## src/rtl/jtsdram_beep_seq.sv

```systemverilog
// jtsdram_beep_seq: SDRAM-test beep sequencer. It visits the done banks in
// round-robin order and beeps each one's pass/fail code, timed in LHBL lines.
// Ports: clk, rst_n (sync, active low), LHBL (rising edge = line tick),
//   dwnld_busy (forces silence), done/bad [BANKS] (checker status),
//   tone_en, tone_step[4:0] (tone accumulator), cur_bank[2:0], busy.
// Option: JTSDRAM_SILENT_OK_EN beeps only banks that are done and bad.
module jtsdram_beep_seq #(
  parameter int         BANKS       = 4,
  parameter int         BEEP_LINES  = 1024,
  parameter int         GAP_LINES   = 512,
  parameter int         PAUSE_LINES = 4096,
  parameter logic [4:0] STEP_OK     = 5'd1,
  parameter logic [4:0] STEP_BAD    = 5'd3
) (
  input  logic             clk,
  input  logic             rst_n,
  input  logic             LHBL,
  input  logic             dwnld_busy,
  input  logic [BANKS-1:0] done,
  input  logic [BANKS-1:0] bad,
  output logic             tone_en,
  output logic [4:0]       tone_step,
  output logic [2:0]       cur_bank,
  output logic             busy
);

  localparam int BG =
    BEEP_LINES > GAP_LINES ? BEEP_LINES : GAP_LINES;
  localparam int MAXL =
    BG > PAUSE_LINES ? BG : PAUSE_LINES;
  localparam int CW = $clog2(MAXL + 1);

  localparam logic [CW-1:0] BEEP_LD  = CW'(BEEP_LINES - 1);
  localparam logic [CW-1:0] GAP_LD   = CW'(GAP_LINES - 1);
  localparam logic [CW-1:0] PAUSE_LD = CW'(PAUSE_LINES - 1);
  localparam logic [CW-1:0] ONE      = CW'(1);

  typedef enum logic [2:0] {
    IDLE, SELECT, BEEP, GAP, PAUSE
  } state_t;

  state_t          state, state_nxt;
  logic [CW-1:0]   cnt, cnt_nxt;
  logic [3:0]      left, left_nxt;
  logic [2:0]      last, last_nxt;
  logic [2:0]      bank_nxt;
  logic [4:0]      step_nxt;
  logic            ten_nxt;
  logic            last_lhbl;
  logic            tick;
  logic [BANKS-1:0] cand;
  logic [7:0]      cand8, bad8;
  logic [2:0]      pick;
  logic            found;
  logic [3:0]      j;

`ifdef JTSDRAM_SILENT_OK_EN
  assign cand = done & bad;
`else
  assign cand = done;
`endif

  assign tick = LHBL & ~last_lhbl;
  assign busy = state != IDLE;

  // Round-robin search: first candidate after the last served bank
  always_comb begin
    cand8 = 8'(cand);
    bad8  = 8'(bad);
    found = 1'b0;
    pick  = '0;
    j     = '0;
    for (int i = 1; i <= BANKS; i++) begin
      j = {1'b0, last} + 4'(i);
      if (j >= 4'(BANKS))
        j = j - 4'(BANKS);
      if (!found && cand8[j[2:0]]) begin
        found = 1'b1;
        pick  = j[2:0];
      end
    end
  end

  always_comb begin
    state_nxt = state;
    cnt_nxt   = cnt;
    left_nxt  = left;
    last_nxt  = last;
    bank_nxt  = cur_bank;
    step_nxt  = tone_step;
    unique case (state)
      IDLE: begin
        if (|cand)
          state_nxt = SELECT;
      end
      SELECT: begin
        if (found) begin
          state_nxt = BEEP;
          bank_nxt  = pick;
          last_nxt  = pick;
          cnt_nxt   = BEEP_LD;
          step_nxt  = bad8[pick] ? STEP_BAD : STEP_OK;
          left_nxt  = bad8[pick] ?
                      {1'b0, pick} + 4'd1 : 4'd1;
        end else begin
          state_nxt = IDLE;
        end
      end
      BEEP: begin
        if (tick) begin
          if (cnt == '0) begin
            left_nxt = left - 4'd1;
            if (left == 4'd1) begin
              state_nxt = PAUSE;
              cnt_nxt   = PAUSE_LD;
            end else begin
              state_nxt = GAP;
              cnt_nxt   = GAP_LD;
            end
          end else begin
            cnt_nxt = cnt - ONE;
          end
        end
      end
      GAP: begin
        if (tick) begin
          if (cnt == '0) begin
            state_nxt = BEEP;
            cnt_nxt   = BEEP_LD;
          end else begin
            cnt_nxt = cnt - ONE;
          end
        end
      end
      PAUSE: begin
        if (tick) begin
          if (cnt == '0)
            state_nxt = IDLE;
          else
            cnt_nxt = cnt - ONE;
        end
      end
      default: state_nxt = IDLE;
    endcase
    if (dwnld_busy)
      state_nxt = IDLE;
    // tone follows the state one clock later, cut at once by download
    ten_nxt = (state == BEEP) && !dwnld_busy;
  end

  always_ff @(posedge clk) begin
    if (!rst_n) begin
      state     <= IDLE;
      cnt       <= '0;
      left      <= '0;
      last      <= 3'(BANKS - 1);
      cur_bank  <= '0;
      tone_step <= '0;
      tone_en   <= 1'b0;
      last_lhbl <= 1'b0;
    end else begin
      state     <= state_nxt;
      cnt       <= cnt_nxt;
      left      <= left_nxt;
      last      <= last_nxt;
      cur_bank  <= bank_nxt;
      tone_step <= step_nxt;
      tone_en   <= ten_nxt;
      last_lhbl <= LHBL;
    end
  end

endmodule

```

## config.mk

```make
export PLATFORM = sky130hd
export DESIGN_NAME = jtsdram_beep_seq
export DESIGN_NICKNAME = d
export VERILOG_FILES = /design/src/rtl/jtsdram_beep_seq.sv
export SDC_FILE = /design/constraint.sdc
export NUM_CORES = 1
export LEC_CHECK = 0
export ABC_CLOCK_PERIOD_IN_PS = 3100
export CAP_MARGIN = 20
export CORE_UTILIZATION = 50
export CTS_BUF_LIST = sky130_fd_sc_hd__clkbuf_16
export DETAILED_ROUTE_END_ITERATION = 16
export MAX_ROUTING_LAYER = met4
export PLACE_DENSITY = 0.75
export RECOVER_POWER = 100
export SYNTH_ARGS = -nofsm -noshare
export SYNTH_HDL_FRONTEND = slang
export SYNTH_SLANG_ARGS = --single-unit
```

## constraint.sdc

```tcl
create_clock -name clk -period 3.1 [get_ports clk]
set_clock_uncertainty 0.05 [all_clocks]
set_input_delay 0.62 -clock clk [delete_from_list [all_inputs] [get_ports clk]]
set_output_delay 0.62 -clock clk [all_outputs]
set_load 0.1 [all_outputs]
```

==> reports/qor.csv <==
stage,metric,value,unit
run_status,run status,finished clean,
logic_synthesis,Mapped Area,1920,sq um
drt,WL/cell,14.3,um
logic_synthesis,most common cell in the netlist,dfxtp_1,
setup_path,largest stage delay on the critical path,0.51,ns
global_routing,Tot GR Track Use,23.4,%
final_layout,share of layout cells above drive strength 1,12.8,%
power_and_ir_drop,Max IR drop VDD,346,uV
timing,setup_tns,0,ns
min_path,hold crit path type,reg -> reg,
logic_synthesis,Synth async-reset ratio,0,%
logic_synthesis,top-area cell type share of the netlist area,30.3,%
timing,measured slew at the worst slew-check pin,1.18,ns
power_and_ir_drop,combinational power share,32.0,%
global_routing,largest net degree at the start of global routing,16,
floorplan,DIE AREA,4080,sq um
timing,relative slew slack,21.9,%
power_and_ir_drop,PD cells,585,nW/um^2
cts,setup bufs post-CTS,0,
global_routing,grt ovf,0,
logic_synthesis,Synth area leaders,"dfxtp_1 (30%), ha_1 (4.6%), a21oi_1 (4.2%)",
cts,clk buf depth,2,
final_layout,Syn-to-layout area delta,15.7,%
timing,Period minus WS final,2.85,ns
setup_path,Setup crit end kind,flop,
timing,"Hold Vio Cnt, Final",0,
logic_synthesis,Unique masters post-synth,55,
setup_path,Critical Path Fanout Max,6,
drt,First-pass DRT Iterations,4,
floorplan,core area,3660,sq um
final_layout,diode count,0,
setup_path,CP Class,in -> reg,
cts,htree depth,2,
drt,drt via density,5.84,
power_and_ir_drop,Clock Power Share,34.3,%
logic_synthesis,Post-Synthesis Cells,223,
drt,drc violations,0,
place,post-DP HPWL,3090,um
floorplan,initial core utilization,52.3,%
logic_synthesis,Post-synth EDFFs,0,
job,max_cap viols,0,
power_and_ir_drop,Pleak,0.000872,uW
cts,"Reg clk slew, reported paths",0.05,ns
floorplan,num rows,22,
logic_synthesis,prevailing post-synth register cell,dfxtp_1,
setup_path,Critical Path Start Type,input pin,
logic_synthesis,Synth area leader,dfxtp_1,
cts,TritonCTS clock tree,built,
floorplan,Die Y-Extent,63.9,um
power_and_ir_drop,Sequential Power Share,33.7,%
timing,final count of pins violating max slew,0,
drt,antenna-violating nets left,0,
final_layout,Final Net Count,268,
setup_path,crit path DAT,3.02,ns
cts,worst skew pair latency,0.27,ns
setup_path,worst path cell trace,clkdlybuf4s50_1 -> mux4_2 -> o21a_1 -> a211oi_1 -> o21ai_1 -> ha_1 -> nand2_1 -> o32ai_1 -> o221a_2,
global_routing,initial antenna violation count,0,
timing,Fmax achieved,0.351,GHz
floorplan,I/O pin cnt,22,
place,routability cong.,0.842,
cts,clk root buf,clkbuf_16,
logic_synthesis,Avg Inst Size Synth,8.59,sq um
place,dpl cells,290,
timing,RSZ-0062 raised after global routing,no,
place,I/O Buffers,18,
global_routing,vias in the first global route,1630,
logic_synthesis,"Warnings, synthesis",0,
drt,detailed-route wire length,4260,um
cts,CTS buffer count,5,
setup_path,CP required,3.27,ns
final_layout,final std cells w/o fill,298,
final_layout,Multi-input gate area,1200,sq um
power_and_ir_drop,Net Sw Power,441,uW
cts,"Hold-fix buffers, CTS",0,
final_layout,Register Area,581,sq um
timing,final worst path period share,91.9,%
drt,DRT iter0 DRCs,71,
global_routing,first-pass GRT wire length,7200,um
cts,post-cts gate resize count,0,
timing,hold slack,0.418,ns
logic_synthesis,share of the yosys chip area belonging to registers,30.3,%
logic_synthesis,number of synthesized register bits,29,
logic_synthesis,Post-synth top cells,"dfxtp_1 (29), nor2_1 (20), a21oi_1 (16), nand2_1 (16), o21ai_0 (12)",
final_layout,filler instances,351,
power_and_ir_drop,Sw Share,34.1,%
timing,final setup vio count,0,
power_and_ir_drop,Int Power,854,uW
floorplan,Chip Width,63.9,um
drt,via count,1739,
setup_path,CP max stage cell,mux4_2,
cts,clock sinks,29,
final timing paths:
path	slack, ns	depth (start not counted)	start	endpoint
worst max-delay path	0.25	9	done[3]	left[1]
worst min register to register	0.42	2	tone_step[0]	tone_step[0]
worst min-delay path	0.42	2	tone_step[0]	tone_step[0]
worst max register to register	0.29	10	last[1]	left[1]
cells in the final DEF (no fill, tap or decap), drive strengths merged, types with 4 or more instances in the layout:
cell type	n
dfxtp	29
nor2	20
a21oi	18
clkbuf	17
nand2	16
o21ai	14
inv	11
clkdlybuf4s50	10
nor3	8
ha	7
mux2i	6
a31oi	6
buf	6
nor4	6
nand2b	5
xor2	5
nand3	5
o221a	4
xnor2	4
power by group through the flow:
stage / combinational [uW] / clock [uW] / sequential [uW]
final: 415 / 445 / 436
after global placement: 425 / 0 / 442
after global routing: 452 / 478 / 441
after CTS: 436 / 456 / 436
after floorplan: 311 / 0 / 472
after detailed placement: 432 / 0 / 443
final cells by class:
cell class,instances,share of cell area [%]
tap,48,2.71
clock inverter,3,0.621
timing repair buffer,29,9.03
inverter,10,1.69
clock buffer,5,5.65
multi-input combinational,174,54.1
sequential,29,26.2
per-layer routing:
metal | vias to the layer above | GRT usage (%) | routed length, um
met1 | 834 | 26.8 | 1960
met4 | 0 | 8.24 | 55
met3 | 5 | 5.54 | 124
met5 | - | - | 0
li1 | 872 | - | -
met2 | 28 | 39.6 | 2120
registers in the layout (all words and copies together), names as in the netlist:
| register | flops |
|---|---|
| left | 4 |
| tone_en | 1 |
| state | 3 |
| tone_step | 2 |
| cur_bank | 3 |
| cnt | 13 |
| last_lhbl | 1 |
| last | 2 |
worst max-delay path: cells and delay by family:
family | cells | cell delay [ns]
AO/OA/AOI/OAI | 5 | 1.02
adder cells (fa/ha/maj) | 1 | 0.32
buffers and inverters | 1 | 0.49
multiplexers | 1 | 0.51
AND/OR/NAND/NOR | 1 | 0.06
through the flow:
stage	total power (uW)	worst slack, ns	utilization [%]	area, sq um
2_1_floorplan	783	0.128	-	1920
3_3_place_gp	867	0.0526	58.8	2150
3_5_place_dp	875	0.0102	58.8	2150
4_1_cts	1330	0.266	62.6	2290
5_1_grt	1370	0.121	60.5	2220
6_report	1300	0.250	60.5	2220
kinds of logic (layout without fill, tap and decap cells):
group                    after synthesis  count (layout)  share of synthesized area (%)
AO/OA/AOI/OAI                         59              59                           20.9
XOR/XNOR                               9               9                           4.11
adder cells (fa/ha/maj)                7               7                           4.57
buffers and inverters                 22              47                           5.94
flip-flops                            29              29                           30.3
multiplexers                          11              11                           7.84
other                                  1               3                          0.196
AND/OR/NAND/NOR                       85              85                           26.1
Note: power is estimated with default switching activity, not from simulation.
